===== config.mk =====
export PLATFORM = sky130hd
export DESIGN_NAME = image_loader
export DESIGN_NICKNAME = d
export VERILOG_FILES = /design/src/rtl/image_loader_pkg.sv /design/src/rtl/image_buf.sv /design/src/rtl/image_loader.sv
export SDC_FILE = /design/constraint.sdc
export NUM_CORES = 2
export LEC_CHECK = 0
export ABC_AREA = 1
export CAP_MARGIN = 20
export CORE_AREA = 2 2 326 328
export CTS_BUF_LIST = sky130_fd_sc_hd__clkbuf_4
export CTS_CLUSTER_DIAMETER = 60
export DETAILED_ROUTE_END_ITERATION = 8
export DIE_AREA = 0 0 328 330
export GPL_ROUTABILITY_DRIVEN = 0
export PLACE_DENSITY = 0.85
export SLEW_MARGIN = 20
export SYNTH_ARGS = -nofsm -noshare
export SYNTH_HDL_FRONTEND = slang
export SYNTH_SLANG_ARGS = --single-unit
export TNS_END_PERCENT = 20

===== constraint.sdc =====
create_clock -name iCLK -period 3.4 [get_ports iCLK]
set_clock_uncertainty 0.15 [all_clocks]
set_input_delay 0.51 -clock iCLK [delete_from_list [all_inputs] [get_ports iCLK]]
set_output_delay 0.51 -clock iCLK [all_outputs]
set_load 0.03 [all_outputs]

===== src/rtl/image_loader_pkg.sv =====
// image_loader_pkg
// Shared constants, word-count helper and FSM state type for the image loader.
// Default geometry: 784 binary pixels carried in 32-bit words (25 words),
// 1024 network evaluation cycles per image.
package image_loader_pkg;

    localparam int NUM_PIXELS_DEF = 784;
    localparam int WORD_W_DEF     = 32;
    localparam int RUN_CYCLES_DEF = 1024;
    localparam int IDX_W          = 5;

    function automatic int nwords(input int num_pixels, input int word_w);
        return (num_pixels + word_w - 1) / word_w;
    endfunction

    localparam int NWORDS = nwords(NUM_PIXELS_DEF, WORD_W_DEF);

    typedef enum logic [2:0] {
        ST_IDLE,
        ST_LOAD,
        ST_START,
        ST_RUN,
        ST_DONE
    } state_t;

endpackage


===== src/rtl/image_buf.sv =====
// image_buf
// Word-addressed assembly register for one image.
// Ports:
//   clk_i, rst_n_i  clock, asynchronous active-low reset (clears the image)
//   we_i            write word word_i at word index idx_i
//   idx_i           word index
//   word_i          word data; only the low bits of the final word are kept
//   img_o           assembled image
module image_buf
    import image_loader_pkg::*;
#(
    parameter int NUM_PIXELS = NUM_PIXELS_DEF,
    parameter int WORD_W     = WORD_W_DEF,
    parameter int NW         = nwords(NUM_PIXELS, WORD_W)
) (
    input  logic                  clk_i,
    input  logic                  rst_n_i,
    input  logic                  we_i,
    input  logic [IDX_W-1:0]      idx_i,
    input  logic [WORD_W-1:0]     word_i,
    output logic [NUM_PIXELS-1:0] img_o
);

    for (genvar k = 0; k < NW; k++) begin : g_word
        localparam int LO = k * WORD_W;
        // The final word only covers what is left of the image.
        localparam int W  = (k == NW - 1) ? (NUM_PIXELS - LO) : WORD_W;

        logic [W-1:0] word_q;

        always_ff @(posedge clk_i or negedge rst_n_i) begin
            if (!rst_n_i) begin
                word_q <= '0;
            end else if (we_i && (idx_i == IDX_W'(k))) begin
                word_q <= word_i[W-1:0];
            end
        end

        assign img_o[LO +: W] = word_q;
    end

endmodule


===== src/rtl/image_loader.sv =====
// image_loader
// Assembles a binary image from host words, presents it to the spiking network,
// times the evaluation run and captures the two-bit classification.
// Ports:
//   iCLK, iRESETn          clock, asynchronous active-low reset
//   iWORD, iVALID, oREADY  word stream from the host bridge (valid/ready)
//   iABORT                 discard a partial image or an in-flight run
//   oPIXELS, oSTART        image and one-cycle start pulse to the network
//   iSNN_OUT               network neuron outputs
//   oRESULT, oRESULT_VALID captured classification and its one-cycle strobe
//   oBUSY                  high in START, RUN and DONE
//   oWORD_IDX              index of the next word expected
// Build option: IMAGE_LOADER_DBLBUF_EN keeps the word stream open during a run
// so the next image assembles while the current one is evaluated.
//
// state  | meaning
// IDLE   | no image in progress, waiting for word 0
// LOAD   | collecting words 1..NWORDS-1
// START  | image latched on oPIXELS, oSTART high this cycle
// RUN    | evaluation timer counting down
// DONE   | result captured, oRESULT_VALID high this cycle
module image_loader
    import image_loader_pkg::*;
#(
    parameter int NUM_PIXELS = NUM_PIXELS_DEF,
    parameter int WORD_W     = WORD_W_DEF,
    parameter int RUN_CYCLES = RUN_CYCLES_DEF
) (
    input  logic                  iCLK,
    input  logic                  iRESETn,
    input  logic [WORD_W-1:0]     iWORD,
    input  logic                  iVALID,
    output logic                  oREADY,
    input  logic                  iABORT,
    output logic [NUM_PIXELS-1:0] oPIXELS,
    output logic                  oSTART,
    input  logic [1:0]            iSNN_OUT,
    output logic [1:0]            oRESULT,
    output logic                  oRESULT_VALID,
    output logic                  oBUSY,
    output logic [IDX_W-1:0]      oWORD_IDX
);

    localparam int NW      = nwords(NUM_PIXELS, WORD_W);
    localparam int LAST_LO = (NW - 1) * WORD_W;
    localparam int LAST_W  = NUM_PIXELS - LAST_LO;
    localparam int CNT_W   = (RUN_CYCLES > 1) ? $clog2(RUN_CYCLES) : 1;
    localparam logic [IDX_W-1:0] LAST_IDX = IDX_W'(NW - 1);

    state_t                  state_q;
    logic [IDX_W-1:0]        idx_q;
    logic [CNT_W-1:0]        cnt_q;
    logic [NUM_PIXELS-1:0]   pixels_q;
    logic                    start_q;
    logic [1:0]              result_q;
    logic                    rvalid_q;
    logic                    pending_q;   // complete next image waiting in the buffer

    logic                    in_load;
    logic                    xfer;
    logic                    last_xfer;
    logic                    buf_we;
    logic [IDX_W-1:0]        idx_d;
    logic [NUM_PIXELS-1:0]   buf_img;
    logic [NUM_PIXELS-1:0]   img_full_d;

    assign in_load = (state_q == ST_IDLE) || (state_q == ST_LOAD);

`ifdef IMAGE_LOADER_DBLBUF_EN
    assign oREADY = in_load || !pending_q;
`else
    assign oREADY = in_load;
`endif

    assign xfer      = iVALID && oREADY;
    assign last_xfer = xfer && (idx_q == LAST_IDX);
    // Abort in LOAD wins over a simultaneous transfer.
    assign buf_we    = xfer && !((state_q == ST_LOAD) && iABORT);
    assign idx_d     = last_xfer ? '0 : (xfer ? idx_q + 1'b1 : idx_q);

    image_buf #(
        .NUM_PIXELS (NUM_PIXELS),
        .WORD_W     (WORD_W),
        .NW         (NW)
    ) u_buf (
        .clk_i   (iCLK),
        .rst_n_i (iRESETn),
        .we_i    (buf_we),
        .idx_i   (idx_q),
        .word_i  (iWORD),
        .img_o   (buf_img)
    );

    // The final word lands in the buffer on the same edge that latches
    // oPIXELS, so merge it in directly.
    always_comb begin
        img_full_d = buf_img;
        if (last_xfer) begin
            img_full_d[NUM_PIXELS-1:LAST_LO] = iWORD[LAST_W-1:0];
        end
    end

    always_ff @(posedge iCLK or negedge iRESETn) begin
        if (!iRESETn) begin
            state_q   <= ST_IDLE;
            idx_q     <= '0;
            cnt_q     <= '0;
            pixels_q  <= '0;
            start_q   <= 1'b0;
            result_q  <= '0;
            rvalid_q  <= 1'b0;
            pending_q <= 1'b0;
        end else begin
            start_q  <= 1'b0;
            rvalid_q <= 1'b0;
            case (state_q)
                ST_IDLE, ST_LOAD: begin
                    if ((state_q == ST_LOAD) && iABORT) begin
                        state_q <= ST_IDLE;
                        idx_q   <= '0;
                    end else if (xfer) begin
                        idx_q <= idx_d;
                        if (last_xfer) begin
                            state_q  <= ST_START;
                            start_q  <= 1'b1;
                            pixels_q <= img_full_d;
                        end else begin
                            state_q <= ST_LOAD;
                        end
                    end
                end
                ST_START, ST_RUN, ST_DONE: begin
                    // Only reachable with transfers when the stream stays open.
                    idx_q <= idx_d;
                    if ((state_q == ST_DONE) || iABORT) begin
                        if (pending_q || last_xfer) begin
                            state_q   <= ST_START;
                            start_q   <= 1'b1;
                            pixels_q  <= img_full_d;
                            pending_q <= 1'b0;
                        end else begin
                            state_q <= (idx_d != '0) ? ST_LOAD : ST_IDLE;
                        end
                    end else begin
                        if (last_xfer) begin
                            pending_q <= 1'b1;
                        end
                        if (state_q == ST_START) begin
                            state_q <= ST_RUN;
                            cnt_q   <= CNT_W'(RUN_CYCLES - 1);
                        end else if (cnt_q == '0) begin
                            state_q  <= ST_DONE;
                            result_q <= iSNN_OUT;
                            rvalid_q <= 1'b1;
                        end else begin
                            cnt_q <= cnt_q - 1'b1;
                        end
                    end
                end
                default: state_q <= ST_IDLE;
            endcase
        end
    end

    assign oPIXELS       = pixels_q;
    assign oSTART        = start_q;
    assign oRESULT       = result_q;
    assign oRESULT_VALID = rvalid_q;
    assign oBUSY         = !in_load;
    assign oWORD_IDX     = idx_q;

endmodule


==> impl_metrics.ini <==
[detailed_routing]
drt_pass1_iterations = 7
ant_nets = 0
via_per_inst = 5.76
vias = 44700
drt_iter0_markers = 4249
totalWireLength_mm = 190
post_drt_wl_per_cell_um = 24.4
drc_errors = 0

[sta]
finalMaxSlewViolations = 0
rsz0062_at_grt = false
tns_ns = 0
fin_ws_ns = 0.187
setup_violations = 0
timing.slew.headroom_pct = 49.3
timing.final.crit_share_pct = 94.5
fin_crit_ns = 3.21
clock.fmax_mhz = 311
finalHoldViolCount = 0
tightest_slew_ns = 0.758

[critical_path]
crit_end = oWORD_IDX[2]
critical_path_cell_count = 1
reg2reg_depth = 11
rr_endpoint = oPIXELS[444]
critPathLaunch = oWORD_IDX[2]
r2r-start = oWORD_IDX[0]
critPathCaptureType = primary output
worst_ep_required_time_ns = 2.74
slowest_stage = clkdlybuf4s50_1
critical_path_class = reg -> out
path_max_fanout = 9
path_delay_family = buffers and inverters
crit_chain = clkdlybuf4s50_1
regToRegSetupSlack_ns = 0.48
critPathMaxStageDelay_ns = 0.83
crit_arrival_ns = 2.55
crit_buf_inv = 1
crit_path_start_kind = register

[global_route]
antenna_found_initial = 15
globalRouteMet1Util_pct = 43.0
grtUsageTotal_pct = 35.0
met2_usage_pct = 53.5
grt_pass1_vias = 46300
use_met3_pct = 10.4
grt_max_degree = 110
grt_overflow = 0
grt_busiest_layer = met2
grt_pass1_wl_mm = 281

[finish]
syn_to_final_growth_pct = 26.6
nNetsFinal = 6151
fin_area_um2 = 74400
final_layout_size_suffix_gt1_share_pct = 21.2
finalNonFillerCells = 7764

[clock_network]
cts_tree = built
root_buffer = clkbuf_4
postCtsSetupBuffers = 0
cts.sinks = 1591
cts_buffer_depth = 4
numCtsBuffers = 394
clkSlewWorstSetupHoldPaths_ns = 0.06
clk_latency_ns = 1.30
htreeDepth = 5

[logic_synthesis]
synth.most_common_cell = dfrtp_1
ys_ff_latch = 1591
synth_top_area_share_pct = 67.8
yosys.area_share.simple_pct = 8.08
yosys.area_share.adder_pct = 0.128
synth.distinct_cells = 32
yosys_warnings = 0
synth.net_count = 5043
synth_mux_area_share_pct = 10.4
synth_edf_count = 0
seq_area_frac_synth_pct = 67.8
synth_compound_gate_area_share_pct = 8.91
yosys.area.top_type = dfrtp_1
synthCells = 4999
async_reset_ff_share_pct = 100
syn_area_um2 = 58700
synth_xor_area_share_pct = 0.0447
synthFlopType = dfrtp_1
synth_top_family_by_area = multiplexers
synthTopCellsByCount = dfrtp_1, nand2_1, o21ai_0
syn_avg_cell_area_um2 = 11.8
synth.area.top_cells = dfrtp_1, mux2_2, o21ai_0, nand2_1, a21oi_1

[power]
p_clk_share_pct = 26.3
internal_power_uw = 37700
power_frac_comb_pct = 27.4
p_per_area_nw_per_um2 = 783
ir_worst_vdd_mv = 0.647
p_leak_uw = 0.0354
swShare_pct = 35.3
switchingPower_uw = 20600
seqPwrFrac_pct = 46.4

[placement]
io_buffer_count = 832
place_inst = 7076
dp_hpwl_mm = 124
pre_cts_slack_ns = 0.373
placed_area_um2 = 69400

[floorplan]
initial_utilization_pct = 56.1
die_height_um = 330
core_um2 = 105000
ioPinCount = 833
rows = 119
die_width_um = 328
dieArea_um2 = 108000

[status]
status = complete, no violations

[hold_path]
hold_path.class = in -> reg

[job]
max_cap_viol_count = 0
## logic make-up after synthesis
group           Yosys count
buf+inv                 615
flops                  1591
simple gates           1201
compound gates         1039
mux                     544
fa+ha+maj                 6
xor+xnor                  3
## placed cells by master, fill, tap and decap left out, drive strengths merged, types with 10 or more instances in the layout
cell type | Yosys | routed
o21ai | 797 | 797
buf | 153 | 187
diode | 0 | 10
dlygate4sd3 | 0 | 25
nand3 | 21 | 21
nor2 | 281 | 281
clkinv | 0 | 83
dfrtp | 1591 | 1591
a21oi | 225 | 225
mux2 | 544 | 544
nand2 | 878 | 878
a31oi | 17 | 17
clkdlybuf4s50 | 0 | 829
inv | 284 | 287
clkbuf | 178 | 558
## state kept, by name, summed over array words and instances, names as in the netlist
name / flops
state_q: 3
oPIXELS: 784
oWORD_IDX: 5
pending_q: 1
oSTART: 1
oRESULT: 2
u_buf.g_word.word_q: 784
oRESULT_VALID: 1
cnt_q: 10
## power by group through the flow
stage          Clock, µW  Combinational (µW)  Sequential [µW]
2_1_floorplan          0                4410            30300
3_3_place_gp           0               15100            26900
3_5_place_dp           0               15800            27100
4_1_cts            15500               15900            26800
5_1_grt            16500               16900            27300
6_report           15300               15900            27000
## routing by layer
metal	vias up	part of all wire (%)	routed length, µm
met5	-	0.032	61
met4	10	7.8	14800
met3	774	11	20100
met2	2805	46	87500
met1	22300	35	67300
li1	18800	-	-
## how the worst min path moves through the flow
stage                                  endpoint  cells after the start  slack (ns)                        start
finish              u_buf.g_word[18].word_q[21]                      3        0.13                    iWORD[21]
global route         u_buf.g_word[2].word_q[15]                      4        0.02                    iWORD[15]
CTS                  u_buf.g_word[2].word_q[15]                      4       0.003                    iWORD[15]
detailed placement                   oRESULT[1]                      2        0.31                   oRESULT[1]
global placement    u_buf.g_word[10].word_q[16]                      2        0.31  u_buf.g_word[10].word_q[16]
floorplan                              cnt_q[0]                      0        0.06                      iRESETn
## area by class of cell
class,instances,area (µm²)
sequential,1591,39800
fill,6491,30300
multi-input combinational,2793,16300
timing repair buffer,1043,10800
clock buffer,558,4190
tap,1391,1740
inverter,284,1070
clock inverter,94,473
antenna,10,25.0
## metrics by stage
stage	utilization, %	hold slack (ns)	total power [µW]
floorplan	-	0.0644	34700
global placement	66.3	0.309	42000
detailed placement	66.3	0.312	42900
CTS	71.0	0.00328	58200
global route	71.1	0.0212	60700
finish	71.1	0.126	58300
## repair_timing
action,in CTS,in global routing
hold buffers,26,0
endpoints found under the setup margin,2,0
resized for setup,2,0
hold endpoints to repair,1716,0
(Power assumes the default switching activity.)
